## src/rtl/bcd_counter_n_if.sv

```systemverilog
// Bundle of count-control and status signals for bcd_counter_n.
// master drives en/up/load/din and observes q/tc/wrap/load_err;
// slave is the counter side.
`timescale 1ns/1ps
interface bcd_counter_n_if #(
  parameter int unsigned DIGITS = 4
);
  logic                  en;
  logic                  up;
  logic                  load;
  logic [4*DIGITS-1:0]   din;
  logic [4*DIGITS-1:0]   q;
  logic                  tc;
  logic                  wrap;
  logic                  load_err;

  modport master (
    output en, up, load, din,
    input  q, tc, wrap, load_err
  );

  modport slave (
    input  en, up, load, din,
    output q, tc, wrap, load_err
  );
endinterface

```

## src/rtl/bcd_counter_n.sv

```systemverilog
// bcd_counter_n: cascadable DIGITS-wide packed-BCD up/down counter with
// synchronous load and enable, combinational terminal count, and
// registered wrap / load_err pulses.
// Build option: define BCD_COUNTER_SATURATE_EN to saturate at 99..9 / 00..0
// instead of wrapping modulo 10^DIGITS.
`timescale 1ns/1ps
module bcd_counter_n #(
  parameter int unsigned DIGITS = 4
) (
  input  logic            clk,
  input  logic            clr,
  bcd_counter_n_if.slave  bus
);

  localparam int unsigned W = 4 * DIGITS;

  logic [W-1:0] q_q, q_d;
  logic         wrap_q, wrap_d;
  logic         load_err_q, load_err_d;

  logic [W-1:0] din_w;
  logic [W-1:0] din_clean;
  logic         din_bad;
  logic [W-1:0] q_inc, q_dec;
  logic         carry_out, borrow_out;

  assign din_w = bus.din;

  // Load value with illegal digits (>9) forced to zero, and the error flag
  always_comb begin
    din_clean = '0;
    din_bad   = 1'b0;
    for (int unsigned i = 0; i < DIGITS; i++) begin
      if (din_w[4*i +: 4] > 4'd9) begin
        din_bad = 1'b1;
      end else begin
        din_clean[4*i +: 4] = din_w[4*i +: 4];
      end
    end
  end

  // Increment ripple: a carry survives to the top only if every digit was 9
  always_comb begin
    logic carry;
    q_inc = q_q;
    carry = 1'b1;
    for (int unsigned i = 0; i < DIGITS; i++) begin
      if (carry) begin
        if (q_q[4*i +: 4] == 4'd9) begin
          q_inc[4*i +: 4] = '0;
        end else begin
          q_inc[4*i +: 4] = q_q[4*i +: 4] + 4'd1;
          carry           = 1'b0;
        end
      end
    end
    carry_out = carry;
  end

  // Decrement ripple: a borrow survives to the top only if every digit was 0
  always_comb begin
    logic borrow;
    q_dec  = q_q;
    borrow = 1'b1;
    for (int unsigned i = 0; i < DIGITS; i++) begin
      if (borrow) begin
        if (q_q[4*i +: 4] == 4'd0) begin
          q_dec[4*i +: 4] = 4'd9;
        end else begin
          q_dec[4*i +: 4] = q_q[4*i +: 4] - 4'd1;
          borrow          = 1'b0;
        end
      end
    end
    borrow_out = borrow;
  end

  // Next state: load beats enable beats hold; pulses default low
  always_comb begin
    q_d        = q_q;
    wrap_d     = 1'b0;
    load_err_d = 1'b0;
    if (bus.load) begin
      q_d        = din_clean;
      load_err_d = din_bad;
    end else if (bus.en) begin
      if (bus.up) begin
`ifdef BCD_COUNTER_SATURATE_EN
        q_d = carry_out ? q_q : q_inc;
`else
        q_d = q_inc;
`endif
        wrap_d = carry_out;
      end else begin
`ifdef BCD_COUNTER_SATURATE_EN
        q_d = borrow_out ? q_q : q_dec;
`else
        q_d = q_dec;
`endif
        wrap_d = borrow_out;
      end
    end
  end

  // State register with asynchronous active-low clear
  always_ff @(posedge clk or negedge clr) begin
    if (!clr) begin
      q_q        <= '0;
      wrap_q     <= 1'b0;
      load_err_q <= 1'b0;
    end else begin
      q_q        <= q_d;
      wrap_q     <= wrap_d;
      load_err_q <= load_err_d;
    end
  end

  // tc reuses the ripple end-conditions: carry_out means all 9s,
  // borrow_out means all 0s
  assign bus.tc       = bus.en & (bus.up ? carry_out : borrow_out);
  assign bus.q        = q_q;
  assign bus.wrap     = wrap_q;
  assign bus.load_err = load_err_q;

endmodule

```

## src/flat_wrapper.sv

```systemverilog
// flat-port wrapper written by rule: the top's interface ports become plain ports
module bcd_counter_n_flat 
#(
  parameter int unsigned DIGITS = 4
)
  (clk, clr, bus_en, bus_up, bus_load, bus_din, bus_q, bus_tc, bus_wrap, bus_load_err);
  bcd_counter_n_if #(.DIGITS(DIGITS)) bus_i ();
  input  logic clk;
  input  logic clr;
  input wire logic [$bits(bus_i.en)-1:0] bus_en;
  input wire logic [$bits(bus_i.up)-1:0] bus_up;
  input wire logic [$bits(bus_i.load)-1:0] bus_load;
  input wire logic [$bits(bus_i.din)-1:0] bus_din;
  output wire logic [$bits(bus_i.q)-1:0] bus_q;
  output wire logic [$bits(bus_i.tc)-1:0] bus_tc;
  output wire logic [$bits(bus_i.wrap)-1:0] bus_wrap;
  output wire logic [$bits(bus_i.load_err)-1:0] bus_load_err;
  assign bus_i.en = bus_en;
  assign bus_i.up = bus_up;
  assign bus_i.load = bus_load;
  assign bus_i.din = bus_din;
  assign bus_q = bus_i.q;
  assign bus_tc = bus_i.tc;
  assign bus_wrap = bus_i.wrap;
  assign bus_load_err = bus_i.load_err;
  bcd_counter_n #(.DIGITS(DIGITS)) u_core (.clk(clk), .clr(clr), .bus(bus_i));
endmodule
```

## config.mk

```make
export PLATFORM = sky130hd
export DESIGN_NAME = bcd_counter_n_flat
export DESIGN_NICKNAME = d
export VERILOG_FILES = /design/src/rtl/bcd_counter_n_if.sv /design/src/rtl/bcd_counter_n.sv /design/src/flat_wrapper.sv
export SDC_FILE = /design/constraint.sdc
export NUM_CORES = 1
export LEC_CHECK = 0
export CORE_MARGIN = 2
export CORE_UTILIZATION = 30
export CTS_CLUSTER_SIZE = 10
export DETAILED_ROUTE_END_ITERATION = 12
export PLACE_DENSITY = 0.53
export SYNTH_ARGS = -nofsm -noshare
export SYNTH_HDL_FRONTEND = slang
export SYNTH_SLANG_ARGS = --single-unit
```

## constraint.sdc

```tcl
create_clock -name clk -period 2.3 [get_ports clk]
set_input_delay 0.46 -clock clk [delete_from_list [all_inputs] [get_ports clk]]
set_output_delay 0.46 -clock clk [all_outputs]
set_load 0.02 [all_outputs]
```

==> impl_results.md <==
- Outcome: completed
- Share of cells above drive strength 1: 0.252
- Post-synth EDFFs: 0
- CP bufs+invs: 1
- Final #Nets: 305
- Unique masters post-synth: 51
- P per Cell Area: 696 nW/µm²
- # DRC: 0
- Commonest non-fill, non-tap cell in the layout: buf_4
- Vias: 1841
- Post-place setup slack: -0.334 ns
- Filler cell count in the final layout: 541
- Syn. warnings: 0
- Post-Synth Adder-Cell Area: 0
- CTS Hold Bufs: 0
- Vias per cell: 5.20
- Met1 global-route usage: 0.226
- Placed cell area: 2380 µm²
- TritonCTS Buffers: 3
- Complex-gate fraction of the synthesized area: 0.292
- Core Box Area: 5410 µm²
- Least-Margin Pin Slew: 0.514 ns
- 1st-iter DRT viols: 52
- Die Y: 78.3 µm
- Clock root cell: clkbuf_8
- Crit start category: flip-flop
- Mux share of post-synthesis cell area: 0.0551
- Post-synthesis xor/xnor area fraction: 0.0264
- First-pass GRT wire length: 8.03 mm
- Register area: 450 µm²
- Final Hold Slack: 0.533 ns
- CP max-delay cell: dfrtp_1
- GR peak layer: met2
- Final Max Tran Viols: 0
- Crit Path Category: reg -> out
- Met2 usage: 0.266
- P&R area growth vs syn: 49.3%
- Crit path DAT: 1.82 ns
- Worst endpoint required time: 1.84 ns
- CP Max Fanout: 2
- Delay-heaviest family, CP: simple AND/OR/NAND/NOR gates
- Starting density of the core: 0.306
- RSZ-0062 raised after global routing: yes
- GRT Total Usage: 0.164
- Slew headroom: 0.657
- Post-Layout Inst Area: 2470 µm²
- Leak: 1.01 nW
- CTS tree: built
- Syn Std Cell Area: 1660 µm²
- GR Overflow Total: 0
- Clock tree buffer depth: 2
- I/O Buffers: 39
- Tightest Hold Check Type: in -> async
- Critical-path cell list: and4bb_2 > nand4_1 > nor4_1 > nor2_2 > nor2b_1 > buf_4
- Dpl hpwl: 3.75 mm
- Max rail drop VDD: 0.000284 V
- Cell Rows: 27
- Clock sink count: 18
- Post-synthesis async set-or-reset flop share: 1.00
- Final setup fails: 0
- Post-layout util: 0.458
- Simple-gate share of the synthesized area: 0.287
- Syn Inst Count: 213
- Max Fclk: 438 MHz
- Most frequent cells in the layout: buf_4, clkdlybuf4s50_1, o21ai_0
- Final GP Congestion: 0.792
- Largest net degree at the start of global routing: 32
- Max stage delay on crit path: 0.40 ns
- # H-tree levels: 1
- Final min period: 2.28 ns
- Die W: 78.3 µm
- Clk_lat worst skew: 0.25 ns
- Synth Register Bits: 18
- Die footprint: 6130 µm²
- Avg Cell Area, Syn: 7.78 µm²
- Syn Nets: 234
- Prevailing post-synth register cell: dfrtp_1
- Clk_skew: 0.00118 ns
- Initial antenna violation count: 0
- Worst setup EP type: output port
- Largest family of logic cells by synthesized area: compound AO/OA/AOI/OAI gates
- ANT cells: 0
- DRT Pass-1 Iters: 4
- Vias in the first global route: 1697
- Routed wire length: 4.89 mm
- Seq/Total Area, Yosys: 0.272
- Total of max-cap violations: 0
- CTS clock-pin slew for the worst setup and hold paths: 0.07 ns
- M3 GR Usage: 0.0207
- Routed wire per std cell: 13.8 µm
- I/O Pins: 40
- Area occupied by multi-input gates: 1110 µm²
- Final period util: 0.993
- Hold Vio Cnt, Final: 0
- Post-route ant nets: 0
- Final WS setup: 0.0162 ns
==> power by group <==
group	total (mW)	internal [mW]	switching, mW
Combinational	1.05	0.534	0.517
Clock	0.224	0.116	0.108
Sequential	0.446	0.383	0.0622
Total	1.72	1.03	0.687
==> stage by stage <==
step,power [mW],cells,setup TNS [ns]
finish,1.72,354,0
global route,1.84,354,-0.0773
CTS,1.71,352,0
detailed placement,1.48,347,-0.995
global placement,1.47,347,-0.918
floorplan,1.04,213,0
==> Yosys cell counts (2+ instances only) <==
master,number,share of area
nor4_1,5,0.019
a22oi_1,2,0.0091
nor3b_1,3,0.014
a32oi_1,3,0.016
nor3_1,3,0.0091
clkbuf_1,12,0.027
mux2_4,4,0.036
o32ai_1,2,0.011
nand2b_1,7,0.026
nand3_1,8,0.024
a31oi_1,6,0.023
nor2_1,19,0.043
mux2i_1,2,0.012
buf_2,9,0.027
xnor2_1,3,0.016
inv_1,6,0.014
a21oi_1,12,0.036
nor2b_1,4,0.015
o31a_1,2,0.011
nand3b_1,4,0.018
or2_2,2,0.0076
dfrtp_1,18,0.27
a221oi_1,3,0.016
xor2_1,2,0.011
a2111oi_0,2,0.011
o21ai_0,26,0.079
nand4_1,3,0.011
and4bb_2,2,0.015
nand2_1,17,0.039
==> layout make-up <==
cell class,instances,area share
multi-input combinational,168,0.450
timing repair buffer,87,0.306
sequential,18,0.182
tap,72,0.0364
clock buffer,3,0.0167
inverter,6,0.00910
==> cell families (layout without fill, tap and decap cells) <==
| group | Yosys count | after routing |
|---|---|---|
| XOR/XNOR | 5 | 5 |
| AND/OR/NAND/NOR | 84 | 84 |
| flip-flops | 18 | 18 |
| AO/OA/AOI/OAI | 72 | 72 |
| buffers and inverters | 27 | 96 |
| multiplexers | 7 | 7 |
==> routing by layer <==
layer	routed length (µm)	share of wire	up-vias
li1	-	-	936
met1	2380	0.49	855
met2	2280	0.47	46
met3	183	0.037	4
met4	48	0.0098	0
met5	0	0	-
==> worst register-to-register path, stage by stage (launching register included) <==
cell,delay (ns)
dfrtp_1,0.40
buf_6,0.13
nor4_4,0.27
nand4_1,0.19
buf_4,0.18
a22oi_2,0.17
and2b_4,0.22
mux2_4,0.30
==> sequential cells by signal, indices dropped and copies added (netlist names) <==
register             count
u_core.bus.load_err      1
u_core.bus.wrap          1
u_core.bus.q            16
==> path summary, 6_finish.rpt <==
kind,from,slack [ns],to,cells past startpoint
setup reg to reg,u_core.bus.q[2],0.34,u_core.bus.q[15],7
max in group asynchronous,clr,1.56,u_core.bus.q[3],2
setup / recovery,u_core.bus.q[2],0.02,bus_tc,6
hold reg to reg,u_core.bus.q[13],0.70,u_core.bus.q[13],2
min in group clk,u_core.bus.q[13],0.70,u_core.bus.q[13],2
hold / removal,clr,0.53,u_core.bus.q[14],2
==> timing repair <==
item / 4_1_cts / 5_1_grt
pin swaps: 2 / 4
resized for setup: 5 / 7
buffers inserted: 2 / 2
setup endpoints to repair: 1 / 3
endpoints found under the hold margin: 0 / 0
No activity file was read; power rests on OpenSTA's default activity.
